===== src/rtl/alu_issue_stage.sv =====
// alu_issue_stage: registered issue stage feeding the execute-stage ALU.
// Decodes a 32-bit MIPS instruction into the ALU operation code and the
// a/b operands. The result sits in a one-entry valid/ready pipeline register
// with stall and flush support.
//
// Optional feature macro: ALU_ISSUE_ILLEGAL_EN. When it is defined, undefined
// encodings raise out_illegal. When it is undefined, out_illegal is tied to 0.
//
// Ports:
//   clk, reset          rising-edge clock, synchronous active-high reset
//   in_valid/in_ready   upstream handshake (in_ready is combinational)
//   instr               instruction word
//   rs_val, rt_val      forwarded register values
//   link_val            PC+8, used by jal
//   flush               discard the held and the incoming instruction
//   ex_ready            EX stage consumes out_* this cycle
//   out_valid           out_* fields are meaningful
//   out_a, out_b        ALU operands (out_a is the shift amount for shifts)
//   out_aluc            ALU operation code
//   out_wreg, out_wen   destination register and its write enable
//   out_illegal         undefined opcode/funct (feature-dependent)
module alu_issue_stage (
    input  logic        clk,
    input  logic        reset,
    input  logic        in_valid,
    output logic        in_ready,
    input  logic [31:0] instr,
    input  logic [31:0] rs_val,
    input  logic [31:0] rt_val,
    input  logic [31:0] link_val,
    input  logic        flush,
    input  logic        ex_ready,
    output logic        out_valid,
    output logic [31:0] out_a,
    output logic [31:0] out_b,
    output logic [3:0]  out_aluc,
    output logic [4:0]  out_wreg,
    output logic        out_wen,
    output logic        out_illegal
);

    localparam int unsigned XLEN   = 32;
    localparam int unsigned ALUC_W = 4;
    localparam int unsigned REG_W  = 5;
    localparam int unsigned OP_W   = 6;
    localparam int unsigned IMM_W  = 16;

    localparam logic [ALUC_W-1:0] ALU_ADDU = 4'b0000;
    localparam logic [ALUC_W-1:0] ALU_SUBU = 4'b0001;
    localparam logic [ALUC_W-1:0] ALU_ADD  = 4'b0010;
    localparam logic [ALUC_W-1:0] ALU_SUB  = 4'b0011;
    localparam logic [ALUC_W-1:0] ALU_AND  = 4'b0100;
    localparam logic [ALUC_W-1:0] ALU_OR   = 4'b0101;
    localparam logic [ALUC_W-1:0] ALU_XOR  = 4'b0110;
    localparam logic [ALUC_W-1:0] ALU_NOR  = 4'b0111;
    localparam logic [ALUC_W-1:0] ALU_LUI  = 4'b1000;
    localparam logic [ALUC_W-1:0] ALU_SLTU = 4'b1010;
    localparam logic [ALUC_W-1:0] ALU_SLT  = 4'b1011;
    localparam logic [ALUC_W-1:0] ALU_SRA  = 4'b1100;
    localparam logic [ALUC_W-1:0] ALU_SRL  = 4'b1101;
    localparam logic [ALUC_W-1:0] ALU_SLL  = 4'b1110;
    localparam logic [ALUC_W-1:0] ALU_PASS = 4'b1111;

    localparam logic [REG_W-1:0]  REG_RA   = 5'd31;

    // Instruction fields
    logic [OP_W-1:0]  opcode;
    logic [OP_W-1:0]  funct;
    logic [REG_W-1:0] rt_num;
    logic [REG_W-1:0] rd_num;
    logic [REG_W-1:0] shamt;
    logic [IMM_W-1:0] imm16;
    logic [XLEN-1:0]  imm_se;
    logic [XLEN-1:0]  imm_ze;

    assign opcode = instr[31:26];
    assign funct  = instr[5:0];
    assign rt_num = instr[20:16];
    assign rd_num = instr[15:11];
    assign shamt  = instr[10:6];
    assign imm16  = instr[15:0];
    assign imm_se = {{(XLEN-IMM_W){imm16[IMM_W-1]}}, imm16};
    assign imm_ze = XLEN'(imm16);

    // The rs field is not needed: rs_val arrives already forwarded.
    logic unused_rs_field;
    assign unused_rs_field = ^instr[25:21];

    // Decode results
    logic [XLEN-1:0]   dec_a;
    logic [XLEN-1:0]   dec_b;
    logic [ALUC_W-1:0] dec_aluc;
    logic [REG_W-1:0]  dec_wreg;
    logic              dec_wen;
    logic              dec_ill;

    logic load;

    // Handshake: a slot is free when empty or when it is drained this cycle.
    assign in_ready = !out_valid || ex_ready;
    assign load     = in_valid && in_ready;

    // Instruction decode
    always_comb begin
        dec_a    = rs_val;
        dec_b    = rt_val;
        dec_aluc = ALU_PASS;
        dec_wreg = rd_num;
        dec_wen  = 1'b0;
        dec_ill  = 1'b0;

        unique case (opcode)
            6'b000000: begin
                dec_wen = 1'b1;
                unique case (funct)
                    6'b100000: dec_aluc = ALU_ADD;
                    6'b100001: dec_aluc = ALU_ADDU;
                    6'b100010: dec_aluc = ALU_SUB;
                    6'b100011: dec_aluc = ALU_SUBU;
                    6'b100100: dec_aluc = ALU_AND;
                    6'b100101: dec_aluc = ALU_OR;
                    6'b100110: dec_aluc = ALU_XOR;
                    6'b100111: dec_aluc = ALU_NOR;
                    6'b101010: dec_aluc = ALU_SLT;
                    6'b101011: dec_aluc = ALU_SLTU;
                    6'b000000: begin dec_aluc = ALU_SLL; dec_a = XLEN'(shamt); end
                    6'b000010: begin dec_aluc = ALU_SRL; dec_a = XLEN'(shamt); end
                    6'b000011: begin dec_aluc = ALU_SRA; dec_a = XLEN'(shamt); end
                    6'b000100: dec_aluc = ALU_SLL;
                    6'b000110: dec_aluc = ALU_SRL;
                    6'b000111: dec_aluc = ALU_SRA;
                    6'b001000: begin dec_aluc = ALU_PASS; dec_wen = 1'b0; end
                    default:   dec_ill = 1'b1;
                endcase
            end
            6'b001000: begin dec_aluc = ALU_ADD;  dec_b = imm_se; dec_wreg = rt_num; dec_wen = 1'b1; end
            6'b001001: begin dec_aluc = ALU_ADDU; dec_b = imm_se; dec_wreg = rt_num; dec_wen = 1'b1; end
            6'b001010: begin dec_aluc = ALU_SLT;  dec_b = imm_se; dec_wreg = rt_num; dec_wen = 1'b1; end
            6'b001011: begin dec_aluc = ALU_SLTU; dec_b = imm_se; dec_wreg = rt_num; dec_wen = 1'b1; end
            6'b001100: begin dec_aluc = ALU_AND;  dec_b = imm_ze; dec_wreg = rt_num; dec_wen = 1'b1; end
            6'b001101: begin dec_aluc = ALU_OR;   dec_b = imm_ze; dec_wreg = rt_num; dec_wen = 1'b1; end
            6'b001110: begin dec_aluc = ALU_XOR;  dec_b = imm_ze; dec_wreg = rt_num; dec_wen = 1'b1; end
            6'b001111: begin dec_aluc = ALU_LUI;  dec_b = imm_ze; dec_wreg = rt_num; dec_wen = 1'b1; end
            6'b100011: begin dec_aluc = ALU_ADDU; dec_b = imm_se; dec_wreg = rt_num; dec_wen = 1'b1; end
            6'b101011: begin dec_aluc = ALU_ADDU; dec_b = imm_se; dec_wreg = rt_num; end
            6'b000100,
            6'b000101: begin dec_aluc = ALU_SUB;  dec_wreg = rt_num; end
            6'b000010: begin dec_aluc = ALU_PASS; dec_a = '0; dec_b = '0; dec_wreg = '0; end
            6'b000011: begin
                dec_aluc = ALU_PASS;
                dec_a    = link_val;
                dec_b    = '0;
                dec_wreg = REG_RA;
                dec_wen  = 1'b1;
            end
            default:   dec_ill = 1'b1;
        endcase

        // Undefined encodings issue as a harmless pass-a NOP.
        if (dec_ill) begin
            dec_aluc = ALU_PASS;
            dec_a    = '0;
            dec_b    = '0;
            dec_wreg = '0;
            dec_wen  = 1'b0;
        end

        // $zero is never written.
        if (dec_wreg == '0) begin
            dec_wen = 1'b0;
        end
    end

    // Pipeline register: reset > flush > load > consume; otherwise hold.
    always_ff @(posedge clk) begin
        if (reset) begin
            out_valid <= 1'b0;
            out_a     <= '0;
            out_b     <= '0;
            out_aluc  <= '0;
            out_wreg  <= '0;
            out_wen   <= 1'b0;
        end else if (flush) begin
            out_valid <= 1'b0;
            out_wen   <= 1'b0;
        end else if (load) begin
            out_valid <= 1'b1;
            out_a     <= dec_a;
            out_b     <= dec_b;
            out_aluc  <= dec_aluc;
            out_wreg  <= dec_wreg;
            out_wen   <= dec_wen;
        end else if (out_valid && ex_ready) begin
            out_valid <= 1'b0;
        end
    end

`ifdef ALU_ISSUE_ILLEGAL_EN
    // Illegal flag travels with the instruction.
    always_ff @(posedge clk) begin
        if (reset || flush) begin
            out_illegal <= 1'b0;
        end else if (load) begin
            out_illegal <= dec_ill;
        end
    end
`else
    logic unused_dec_ill;
    assign unused_dec_ill = dec_ill;
    assign out_illegal    = 1'b0;
`endif

endmodule

===== config.mk =====
export PLATFORM = sky130hd
export DESIGN_NAME = alu_issue_stage
export DESIGN_NICKNAME = d
export VERILOG_FILES = /design/src/rtl/alu_issue_stage.sv
export SDC_FILE = /design/constraint.sdc
export NUM_CORES = 1
export LEC_CHECK = 0
export BUFFER_PORTS_ARGS = -buffer_cell sky130_fd_sc_hd__buf_2
export CAP_MARGIN = 20
export CORE_AREA = 4 4 93 95
export CTS_BUF_LIST = sky130_fd_sc_hd__clkbuf_8
export CTS_CLUSTER_SIZE = 28
export DETAILED_ROUTE_END_ITERATION = 16
export DIE_AREA = 0 0 97 99
export PLACE_DENSITY = 0.86
export SLEW_MARGIN = 20
export SYNTH_ARGS = -nofsm -noshare
export SYNTH_HDL_FRONTEND = slang
export SYNTH_SLANG_ARGS = --single-unit

===== constraint.sdc =====
create_clock -name clk -period 4.3 [get_ports clk]
set_clock_uncertainty 0.1 [all_clocks]
set_input_delay 0.86 -clock clk [delete_from_list [all_inputs] [get_ports clk]]
set_output_delay 0.86 -clock clk [all_outputs]
set_load 0.01 [all_outputs]

==> results.json <==
{
  "reg2reg_from": "out_valid",
  "syn-num-nets": 581,
  "hpwl_mm": 9.15,
  "clk_pin_slew_ns": 0.08,
  "worstPathArrival_ns": 2.97,
  "first_iter_violations": 350,
  "final_cell_area_mm2": 0.00501,
  "rsz0062_at_grt": "no",
  "yosys-top-cells-area": "dfxtp_1 (40%), nand2_1 (8.7%), a222oi_1 (8.4%), a211oi_1 (5.9%), a221oi_2 (4.0%)",
  "placementRows": 32,
  "gp_congestion": 0.846,
  "via_count": 4284,
  "synth-simple-area-share": 0.158,
  "power_density_mw_per_mm2": 316,
  "cp.required_ns": 4.38,
  "dr_wl_met2_mm": 6.14,
  "tns_ns": 0,
  "drive_gt1_frac": 0.396,
  "io_pins": 210,
  "synthArstFlopShare": 0,
  "dieArea_mm2": 0.00960,
  "peakVddDrop_mv": 0.146,
  "holdWs_ns": 0.354,
  "cts_root_buf": "clkbuf_8",
  "yosysSeqAreaShare": 0.395,
  "path_max_fanout": 16,
  "clkLatencyLatePin_ns": 0.33,
  "worstHoldPathCells": 2,
  "n_antenna_cell": 0,
  "nets": 756,
  "h-tree-depth": 3,
  "maxSlewHeadroom": 0.465,
  "holdPathEnd": "out_b[6]",
  "cts_buffer_depth": 2,
  "finalSetupViolCount": 0,
  "placed_area_mm2": 0.00478,
  "status": "finished clean",
  "synth.top_cell.area_share": 0.395,
  "maxSlewViolCount": 0,
  "yosys_warnings": 0,
  "wl_met3_um": 847,
  "synth-main-ff-cell": "dfxtp_1",
  "synth_top_cell_by_area": "dfxtp_1",
  "r2r-end": "out_b[31]",
  "remaining_drc_errors": 0,
  "postCtsHoldBufs": 0,
  "synthCells": 448,
  "min_path_type": "register to register",
  "synth_edf_count": 0,
  "r2r_cells": 6,
  "top_layer_used": "met4",
  "drtAntennaViolNets": 0,
  "yosysMostFrequentCell": "nand2_1",
  "post_cts_buffers": 0,
  "ctsResizeCount": 0,
  "path_buf_inv": 1,
  "area_growth_pct": 32.0,
  "crit_type": "primary input to register",
  "die_w_um": 97,
  "critPathLaunch": "instr[30]",
  "fmax_ghz": 0.347,
  "yosysUniqueCellTypes": 50,
  "cts_tree": "done",
  "startpoint_type": "primary input",
  "worstMarginPinSlew_ns": 0.802,
  "ys_seq_elements": 75,
  "vias_per_cell": 5.88,
  "synth_top_family_by_area": "compound AO/OA/AOI/OAI gates",
  "core_area_mm2": 0.00773,
  "m1WireLength_mm": 5.04,
  "drv_cap": 0,
  "synth-adder-area-share": 0,
  "hp-start": "out_b[6]",
  "clock_sinks": 75,
  "dp_slack_ns": 1.05,
  "synth_compound_area_frac": 0.373,
  "period_minus_slack_ns": 2.88,
  "wl_mm": 12.3,
  "cp-end-kind": "register",
  "hold_viol": 0,
  "grt_max_degree": 45,
  "grt-ovfl-total": 0,
  "rrSetupSlack_ns": 1.97,
  "setup_ws_ns": 1.42,
  "power_leakage_nw": 2.19,
  "slowest_stage": "or2_1",
  "yosys-top-cells-count": "nand2_1 (88), dfxtp_1 (75), a222oi_1 (32)",
  "fin_crit_sh": 0.671,
  "grt_pass1_vias": 4081,
  "initial_core_util": 0.492,
  "portBuffers": 203,
  "cpLargestDelayFamily": "simple AND/OR/NAND/NOR gates",
  "wl_per_cell_um": 16.9,
  "syn_area_mm2": 0.00380,
  "slowest_delay_ns": 0.63,
  "antenna_found_initial": 0,
  "synth.avg_cell_area_um2": 8.48,
  "grt_pass1_wl_mm": 20.0,
  "synthMuxAreaShare": 0.00264,
  "first_pass_iters": 8,
  "numCtsBuffers": 9,
  "worstPathCellList": "buf_2 > nor4_4 > nor3b_4 > o311ai_4 > nand3_2 > or2_1 > a221oi_1",
  "fp.dieH_um": 99,
  "synthXorXnorAreaFrac": 0.00231,
  "grt.total_usage": 0.247
}
sequential cells by signal (all words and copies together) (netlist names):
name and count:
out_valid 1, out_wreg 5, out_b 32, out_aluc 4
out_wen 1, out_a 32
cell type report:
type	instances	area (µm²)
clock inverter	3	68.8
tap	102	128
fill	681	2710
timing repair buffer	211	1090
inverter	6	22.5
clock buffer	12	165
multi-input combinational	320	2040
sequential	75	1500
through the flow:
| stage | power, W | std cells | utilization |
|---|---|---|---|
| 3_5_place_dp | 0.000971 | 714 | 0.619 |
| 5_1_grt | 0.00166 | 729 | 0.649 |
| 2_1_floorplan | 0.000869 | 448 | - |
| 6_report | 0.00159 | 729 | 0.649 |
| 4_1_cts | 0.00160 | 729 | 0.649 |
| 3_3_place_gp | 0.000965 | 714 | 0.619 |
logic make-up after synthesis:
family	count (synthesis)
and+or+nand+nor	135
AOI/OAI and AO/OA	182
xor gates and xnor gates	1
other	1
DFF	75
buffers and inverters	53
muxes	1
worst max-delay path by stage:
stage / endpoint / cells past startpoint
final: out_b[16] / 7
after global routing: out_b[15] / 7
after CTS: out_b[16] / 7
after detailed placement: out_b[16] / 7
after global placement: out_b[1] / 7
after floorplan: out_b[22] / 9
metal layers:
metal,global-route usage,vias up
li1,-,2067
met1,0.309,2002
met2,0.421,192
met3,0.0545,23
met4,0.0821,0
met5,0,-
worst register-to-register path: stages (launching register included):
cell and delay [ns]:
dfxtp_1 0.33, nand2b_1 0.12, nand2_1 0.11, nor2_2 0.32
nand3_2 0.29, or2_1 0.58, a221oi_1 0.40
report_power, final:
part / internal, W / switching [W]
sequential: 0.000708 / 0.00000823
combinational: 0.000105 / 0.000138
clock: 0.000374 / 0.000254
cell usage in the layout (no fill, tap or decap), drive strengths merged, types with 3 or more instances in the layout:
| master | Yosys | final |
|---|---|---|
| buf | 20 | 211 |
| a221oi | 19 | 19 |
| o211ai | 4 | 4 |
| clkbuf | 27 | 12 |
| o31ai | 4 | 4 |
| dfxtp | 75 | 75 |
| or2 | 3 | 3 |
| nor2 | 23 | 23 |
| nand2 | 88 | 88 |
| a21o | 3 | 3 |
| a222oi | 32 | 32 |
| a21oi | 28 | 28 |
| inv | 6 | 7 |
| a22oi | 16 | 16 |
| nor3 | 4 | 4 |
| a31oi | 4 | 4 |
| nand3 | 4 | 4 |
| a211oi | 31 | 31 |
| o21ai | 32 | 32 |
(Power assumes the default switching activity.)
